==> src/rtl/clt_gauss_pkg.sv <==
// -----------------------------------------------------------------------------
// clt_gauss_pkg
// Shared definitions for the central-limit Gaussian accumulator:
//   - state_e      : FSM state encoding (IDLE, ACC, OUT)
//   - UW_DEF       : default number of upper uniform bits used per word
//   - LOG2_N_DEF   : default log2 of uniforms summed per output sample
//   - gauss_offset : mean removal for an unsigned sum whose mean is 2**(ow-1)
// -----------------------------------------------------------------------------
package clt_gauss_pkg;

  typedef enum logic [1:0] {
    ST_IDLE = 2'd0,
    ST_ACC  = 2'd1,
    ST_OUT  = 2'd2
  } state_e;

  localparam int UW_DEF     = 16;
  localparam int LOG2_N_DEF = 2;

  // Subtracting 2**(ow-1) from an ow-bit unsigned value is the same as
  // inverting its MSB and reading the result as two's complement.
  // Only the low ow bits of the result are meaningful.
  function automatic logic [63:0] gauss_offset(input logic [63:0] acc,
                                               input int unsigned ow);
    logic [63:0] msb_mask;
    msb_mask = 64'd1 << (ow - 32'd1);
    return acc ^ msb_mask;
  endfunction

endpackage

==> src/rtl/clt_gauss_acc.sv <==
// -----------------------------------------------------------------------------
// clt_gauss_acc
// Produces approximately normal samples by summing NSAMP = 2**LOG2_N uniform
// values taken from an upstream Tausworthe generator, then removing the mean.
//
// Ports:
//   clk        in   1       clock
//   reset      in   1       asynchronous, active-high reset
//   en         in   1       start/continue generation
//   uni_req    out  1       advance request to the generator (rand_gen)
//   uni_data   in   32      uniform word from the generator (random_num)
//   uni_valid  in   1       generator word valid (rand_valid)
//   g_data     out  OW      signed normal sample, OW = UW + LOG2_N
//   g_valid    out  1       g_data valid
//   g_ready    in   1       consumer accepts g_data
//   busy       out  1       high while accumulating or presenting a sample
//   stat_cnt   out  32      (only with CLT_GAUSS_STATS_EN) count of
//                           g_valid & g_ready handshakes, wraps to 0
//
// Optional build macro: CLT_GAUSS_STATS_EN adds the stat_cnt port/counter.
// -----------------------------------------------------------------------------
module clt_gauss_acc
  import clt_gauss_pkg::*;
#(
  parameter  int UW     = UW_DEF,
  parameter  int LOG2_N = LOG2_N_DEF,
  localparam int OW     = UW + LOG2_N
) (
  input  logic          clk,
  input  logic          reset,
  input  logic          en,
  output logic          uni_req,
  input  logic [31:0]   uni_data,
  input  logic          uni_valid,
  output logic [OW-1:0] g_data,
  output logic          g_valid,
  input  logic          g_ready,
  output logic          busy
`ifdef CLT_GAUSS_STATS_EN
  ,
  output logic [31:0]   stat_cnt
`endif
);

  // Counter needs at least one bit even when a single uniform is summed.
  localparam int CW = (LOG2_N > 0) ? LOG2_N : 1;
  localparam logic [CW-1:0] CNT_LAST = CW'((1 << LOG2_N) - 1);

  state_e        state_q, state_d;
  logic [OW-1:0] acc_q, acc_d;
  logic [CW-1:0] cnt_q, cnt_d;
  logic [OW-1:0] g_data_q, g_data_d;
  logic          g_valid_q, g_valid_d;
  logic          uni_req_q, uni_req_d;
  logic          busy_q, busy_d;

  logic [UW-1:0] uni_word_s;
  logic          accept_s;
  logic [OW-1:0] acc_sum_s;
  logic [63:0]   off_full_s;
  logic          unused_off_s;

  // The generator word is sampled before it advances, so the value present
  // on the accepting edge is the one that belongs to this request.
  assign uni_word_s   = uni_data[31 -: UW];
  assign accept_s     = uni_req_q & uni_valid;
  assign acc_sum_s    = acc_q + OW'(uni_word_s);
  assign off_full_s   = gauss_offset(64'(acc_sum_s), OW);
  assign unused_off_s = ^off_full_s[63:OW];

  generate
    if (UW < 32) begin : g_unused_low
      logic unused_low_s;
      assign unused_low_s = ^uni_data[31-UW:0];
    end
  endgenerate

  // Next-state, accumulator and output-register logic.
  always_comb begin
    state_d   = state_q;
    acc_d     = acc_q;
    cnt_d     = cnt_q;
    g_data_d  = g_data_q;
    g_valid_d = g_valid_q;

    case (state_q)
      ST_IDLE: begin
        if (en) begin
          state_d = ST_ACC;
          acc_d   = {OW{1'b0}};
          cnt_d   = {CW{1'b0}};
        end else begin
          state_d = ST_IDLE;
        end
      end

      // en is deliberately ignored here: a started sum always completes.
      ST_ACC: begin
        if (accept_s) begin
          acc_d = acc_sum_s;
          cnt_d = cnt_q + CW'(1);
          if (cnt_q == CNT_LAST) begin
            state_d   = ST_OUT;
            g_valid_d = 1'b1;
            g_data_d  = off_full_s[OW-1:0];
          end else begin
            state_d = ST_ACC;
          end
        end else begin
          state_d = ST_ACC;
        end
      end

      ST_OUT: begin
        if (g_ready) begin
          g_valid_d = 1'b0;
          if (en) begin
            state_d = ST_ACC;
            acc_d   = {OW{1'b0}};
            cnt_d   = {CW{1'b0}};
          end else begin
            state_d = ST_IDLE;
          end
        end else begin
          state_d = ST_OUT;
        end
      end

      default: begin
        state_d   = ST_IDLE;
        g_valid_d = 1'b0;
      end
    endcase

    // Request and busy follow the next state so they are registered outputs.
    uni_req_d = (state_d == ST_ACC);
    busy_d    = (state_d != ST_IDLE);
  end

  // State and datapath registers; reset discards any partial sum.
  always_ff @(posedge clk or posedge reset) begin
    if (reset) begin
      state_q   <= ST_IDLE;
      acc_q     <= {OW{1'b0}};
      cnt_q     <= {CW{1'b0}};
      g_data_q  <= {OW{1'b0}};
      g_valid_q <= 1'b0;
      uni_req_q <= 1'b0;
      busy_q    <= 1'b0;
    end else begin
      state_q   <= state_d;
      acc_q     <= acc_d;
      cnt_q     <= cnt_d;
      g_data_q  <= g_data_d;
      g_valid_q <= g_valid_d;
      uni_req_q <= uni_req_d;
      busy_q    <= busy_d;
    end
  end

  assign uni_req = uni_req_q;
  assign g_data  = g_data_q;
  assign g_valid = g_valid_q;
  assign busy    = busy_q;

`ifdef CLT_GAUSS_STATS_EN
  logic [31:0] stat_cnt_q, stat_cnt_d;

  // Handshake counter next value; wraps naturally at 32 bits.
  always_comb begin
    if (g_valid_q && g_ready) begin
      stat_cnt_d = stat_cnt_q + 32'd1;
    end else begin
      stat_cnt_d = stat_cnt_q;
    end
  end

  // Handshake counter register.
  always_ff @(posedge clk or posedge reset) begin
    if (reset) begin
      stat_cnt_q <= 32'd0;
    end else begin
      stat_cnt_q <= stat_cnt_d;
    end
  end

  assign stat_cnt = stat_cnt_q;
`endif

endmodule

==> config.mk <==
export PLATFORM = sky130hd
export DESIGN_NAME = clt_gauss_acc
export DESIGN_NICKNAME = d
export VERILOG_FILES = /design/src/rtl/clt_gauss_pkg.sv /design/src/rtl/clt_gauss_acc.sv
export SDC_FILE = /design/constraint.sdc
export NUM_CORES = 1
export LEC_CHECK = 0
export BUFFER_PORTS_ARGS = -buffer_cell sky130_fd_sc_hd__buf_2
export CORE_MARGIN = 5
export CORE_UTILIZATION = 40
export DETAILED_ROUTE_END_ITERATION = 12
export SLEW_MARGIN = 10
export SYNTH_ARGS = -nofsm -noshare
export SYNTH_HDL_FRONTEND = slang
export SYNTH_SLANG_ARGS = --single-unit
==> constraint.sdc <==
create_clock -name clk -period 2.1 [get_ports clk]
set_input_delay 0.105 -clock clk [delete_from_list [all_inputs] [get_ports clk]]
set_output_delay 0.105 -clock clk [all_outputs]
set_load 0.02 [all_outputs]
**Yosys cells after proc, flatten, opt, wreduce, memory -nomap -nowiden**

Cells that the tools add are included.

- Register bits: 43
- Latch bits: 0
- Bits in writable memories: 0
- Memory bits (read-only): 0
- Output and inout port bits: 21
- Logic and storage cells: 42
- Memories: 0

- Add/sub/neg operators: 2
- Multipliers: 0
- Divide/modulo/power cells: 0
- Order comparisons: 0
- Equal/unequal tests: 7
- Shift operators: 0
- Muxes and demuxes: 17
- Bitwise logic cells: 3
- Reductions and logical operators: 6

Operators with widths:

| operator | count |
|---|---|
| $mux W18 | 3 |
| $pmux W18 S3 | 1 |
| $add A18 B16 Y18 | 1 |
| $mux W2 | 6 |
| $pmux W2 S3 | 2 |
| $ne A2 B2 Y1 const B | 3 |
| $reduce_and A3 Y1 | 2 |
| $eq A2 B1 Y1 const B | 2 |
| $eq A2 B2 Y1 const B | 2 |
| $mux W1 | 4 |
| $reduce_and A4 Y1 | 1 |
| $pmux W1 S3 | 1 |
| $reduce_bool A3 Y1 | 1 |
| $add A2 B1 Y2 const B | 1 |
| $logic_not A2 Y1 | 1 |
| $not A1 Y1 | 2 |
| $reduce_bool A2 Y1 | 1 |
| $and A1 B1 Y1 | 1 |

**Depth between registers and ports, before layout**

- Word-level depth: 5
- Gate-level depth with buffers: 9
- Gate-level depth less buffers: 9

**Worst setup path before layout**

No wires, ideal clock.

- Path type: register to register
- Start point: reg acc_q[0]
- End point: reg g_data_q[10] (netlist: g_data[10])
- Setup time: 0.125 ns
- Arrival: 2.049 ns
- Required time: 1.975 ns
- Path slack: -0.073 ns
- Cell stages (with the launch flop): 10
- Buffers on the path: 0
- Cell sequence: dfrtp_1 > ha_1 > inv_1 > fa_1 > nor2b_1 > o2111ai_2 > and4b_1 > or2_1 > xnor2_1 > mux2_2

- Word-level cells in the longest chain between the ends: 1

Ends and longest elaborated chain:

| element | line | RTL |
|---|---|---|
| start, declared | clt_gauss_acc.sv:50 | `logic [OW-1:0] acc_q, acc_d;` |
| start signal, assigned | clt_gauss_acc.sv:144 | `acc_q <= {OW{1'b0}};` |
| $add A18 B16 Y18 | clt_gauss_acc.sv:67 | `assign acc_sum_s = acc_q + OW'(uni_word_s);` |
| end signal, assigned | clt_gauss_acc.sv:146 | `g_data_q <= {OW{1'b0}};` |
| end signal, assigned | clt_gauss_acc.sv:154 | `g_data_q <= g_data_d;` |
| end, declared | clt_gauss_acc.sv:52 | `logic [OW-1:0] g_data_q, g_data_d;` |

Every way passes these cells.
A chain may end at the register's enable or synchronous reset.

**Final worst setup path**

Ends and elaborated chain as after synthesis.

==> results.md <==
Outcome:
- The run finished, with violations left.
- The checks that failed: setup timing.

Critical path:
- Data arrives at the worst endpoint at approximately 2500 ps.
- The critical path data required time is ~2300 ps.
- The cell at the slowest stage of the critical path is dfrtp_1.
- STA classifies the critical path startpoint as a register.
- The critical path's largest stage delay is roughly 360 ps.
- Traced cell by cell, the critical path runs through ha_2 > inv_2 > fa_2 > nor2b_4 > o2111ai_4 > and4b_1 > or2_4 > xnor2_2 > mux2_4.
- The kind of capture point of the worst setup path is a register.
- The largest driver fanout on the critical path is 3.
- The critical setup path kind is register to register.
- The largest delay contributor family on the critical path is simple AND/OR/NAND/NOR gates.
- The number of buffers and inverters on the critical path is 1.

Floorplanning:
- For this configuration, the core starts out at a cell density of 41.6%.
- The height of the die is 91.8 µm.
- The core area is roughly 6400 µm².
- The overall die area is between 8000 and 9000 µm².
- After floorplanning, the core was divided into 29 placement rows.
- The width of the die is 91.8 µm.
- The number of top-level design ports is 58.

Global routing:
- The met1 routing resource usage after global routing is between 20% and 30%.
- The via count of the first global-routing pass was ~2300.
- The most congested layer reported by global routing is met2.
- The pin count of the biggest net entering global routing is 44.
- The overall routing resource usage is 16.4%.
- The total overflow left after global routing is 0.
- The number of antenna violations at the first check in global routing is 0.
- In the global route stage, met2 resource usage came out at between 20% and 30%.
- The met3 layer usage reported by global route is 3.03%.
- The first global-routing pass estimated 11200 µm of wire.

Pwr:
- Dividing total power by cell area gives a power density of between 1500 and 2000 nW/µm².
- In this run switching power makes up a little over two fifths of total power.
- VDD sags by at most 0.000581 V.
- The static power due to leakage is around 1.6 nW.
- In this run, the clock network consumes roughly 13% of the power.
- Summed over all nets, the switching power comes to 0.00224 W.
- The sequential fraction of design power is between 20% and 30%.
- Combinational logic is responsible for between 50% and 60% of the overall power.
- Cell internal power was estimated by the tool at 0.00293 W.

Placed design:
- Buffers placed on the I/O ports in this run total a little over 40.
- Detailed placement finished with a half-perimeter wire length of 4930 µm.
- Counting tap cells, the placed design contains a total of 415 instances.
- The congestion estimate from routability-driven global placement came to about 0.8.

Synthesis:
- The fraction of registers with async set/reset is 100%.
- The distinct cell type count after synthesis is 57.
- The post-synthesis instance area is about 2700 µm².
- The share of the Yosys chip area taken by registers is 40.2%.
- The commonest register cell after synthesis is dfrtp_1.
- Yosys printed 0 warnings.
- Counting every instance in the synthesized netlist gives around 290.
- The number of enable-type register cells in the synthesized netlist is 0.
- The cell taking the most area after synthesis is dfrtp_1.
- The net count of the mapped netlist is ~340.
- The synthesized area divided by synthesized cell count is a little over 9 µm².
- Synthesis inferred 43 register bits.
- In the post-synthesis netlist, the biggest area contributors are dfrtp_1 40%, ha_1 8.0%, nand2_1 6.6%, o21ai_0 3.7%, a22o_1 3.6%.
- The share of the synthesized area in the top cell type is just over 40%.

Drt:
- The average wire per cell in the routed design is 15.2 µm.
- The count of routing violations after the opening detailed-route iteration is roughly 110.
- For this block, the routed nets add up to ~6500 µm of wire.
- The routed via count is around 2300.
- In the routed design, unresolved DRC markers number 0.
- The detail route stage leaves a number of antenna-violating nets equal to 0.
- The vias per cell is ~5.4.
- The first detailed-routing pass ran for 4 iterations.

Clock tree:
- The number of buffers created by CTS is 5.
- The clock latency on the worst-skew pair is approximately 300 ps.
- The number of H-tree levels is 2.
- The largest buffer count on any clock path is 2.
- The tree built by TritonCTS fans out to 43 sinks.
- CTS placed an instance of clkbuf_8 at the clock tree root.
- The CTS tree is yes.
- After clock tree synthesis, the clock-pin slew on the worst setup and hold paths is 90 ps.

Layout:
- After the flow finishes, the layout carries non-filler instances totaling between 400 and 500.
- The register area is about 1100 µm².
- The layout has between 600 and 700 filler cells.
- The final net count is slightly above 400.
- The area growth from synthesis to layout is 25.6%.
- The number of inserted diodes is 0.
- Of the cells placed in the final design, the portion with a size suffix greater than 1 is a little under a third.
- In the final layout, the multi-input gates occupy 1580 µm².

STA:
- The ratio of final minimum period to clock period is 107%.
- Hold is met by 180 ps.
- Static timing analysis puts the maximum clock frequency at ~0.44 GHz.
- The worst setup skew after layout is just over 10 ps.
- Setup violations remaining at the end of the flow were counted as 7.
- Headroom to the max-slew limit came out at 66.8%.
- For the pin with the worst max-slew slack, the measured transition is slightly below 500 ps.
- After layout, the worst setup slack is -150 ps.
- Setup repair after global routing could not meet its margin everywhere.
- Subtracting the final worst setup slack from the clock period gives between 2000 and 2500 ps.
- The final-report max-slew violation count is 0.
- The number of failing hold endpoints at the final stage is 0.

Flow run:
- The tool flagged a number of max-cap violations equal to 0.

Hold path:
- The path class of the tightest hold or removal check is input pin to register.
-- repair_timing --
item,CTS,global route
setup buffers,3,2
endpoints found under the hold margin,44,0
hold buffers,2,0
endpoints found under the setup margin,8,19
resized for setup,7,14
pin swaps,5,7
gates cloned,0,0
-- flip-flops by register name, summed over array words and instances, names as in the netlist --
| signal | count |
|---|---|
| busy | 1 |
| uni_req | 1 |
| g_data | 18 |
| acc_q | 18 |
| g_valid | 1 |
| state_q | 2 |
| cnt_q | 2 |
-- metrics by stage --
stage | setup TNS, ps | util, % | worst slack, ps | instance area, µm² | total power, W
after global placement | -192 | 48.2 | -73.6 | 3100 | 0.00425
after global routing | -1310 | 52.3 | -242 | 3360 | 0.00562
after CTS | -411 | 51.0 | -136 | 3280 | 0.00508
after floorplan | 0 | - | 12.4 | 2680 | 0.00342
final | -525 | 52.3 | -150 | 3360 | 0.00518
after detailed placement | -528 | 48.2 | -144 | 3100 | 0.00429
-- power groups by stage --
stage / clock (W) / combinational, W / sequential (W)
after floorplan: 0 / 0.00179 / 0.00163
after global placement: 0 / 0.00282 / 0.00143
after detailed placement: 0 / 0.00286 / 0.00144
after CTS: 0.000686 / 0.00297 / 0.00142
after global routing: 0.000719 / 0.00342 / 0.00148
final: 0.000662 / 0.00309 / 0.00142
-- tightest hold or removal path, stage by stage --
cell and delay (ps):
buf_2 110, nand3_1 80, a31o_2 150
-- placed cells by master, fill, tap and decap left out, drive strengths merged, types with 3 or more instances in the layout --
cell type,instances
clkinv,3
xor2,7
buf,70
nand2,47
o211ai,7
a21oi,15
a22o,11
a21o,5
nand4,6
clkbuf,5
mux2,6
nor2,21
inv,9
ha,17
o31ai,3
nor2b,3
xnor2,5
dfrtp,43
nand3,5
o21a,3
nor3,5
o21ai,21
-- final cells by class --
type / count / share of cell area (%)
clock inverter: 3 / 1.30
tap: 77 / 2.87
multi-input combinational: 220 / 47.0
sequential: 43 / 32.0
timing repair buffer: 72 / 13.7
inverter: 10 / 1.12
clock buffer: 5 / 2.05
-- cells in the mapped netlist (2+ instances only) --
cell	number
clkbuf_1	7
nand3_1	5
ha_1	17
a22o_1	11
dfrtp_1	43
nand2b_1	2
mux2_2	5
a21o_1	5
o31ai_1	3
a211oi_1	2
a21oi_1	15
buf_2	4
buf_6	2
o21a_1	3
nand2_1	47
xnor2_1	5
and2_1	2
inv_1	9
nand4_1	6
o211ai_1	6
nor3_1	4
xor2_1	7
o21ai_0	20
nor2b_1	3
a31o_2	2
nand3b_1	2
nor2_1	20
-- cell families after synthesis --
logic type	Yosys count	synth area share [%]
simple gates	101	17.9
xor+xnor	12	3.93
flops	43	40.2
mux	7	3.04
compound gates	82	21.9
fa+ha+maj	18	8.70
buf+inv	24	4.26
-- layer usage --
metal | part of all wire (%) | up-vias
li1 | - | 1163
met1 | 47 | 1101
met2 | 48 | 38
met3 | 3.1 | 8
met4 | 1.8 | 0
met5 | 0 | -
-- final timing paths --
kind / startpoint / to / slack (ps) / cells past startpoint
setup / recovery: acc_q[0] / g_data[10] / -150 / 9
hold / removal: uni_valid / uni_req / 180 / 3
hold reg to reg: g_data[8] / g_data[8] / 480 / 2
max in group asynchronous: reset / g_data[11] / 1520 / 4
setup reg to reg: acc_q[0] / g_data[10] / -150 / 9
min in group asynchronous: reset / state_q[0] / 360 / 4
Power figures use the tool's default switching activity.
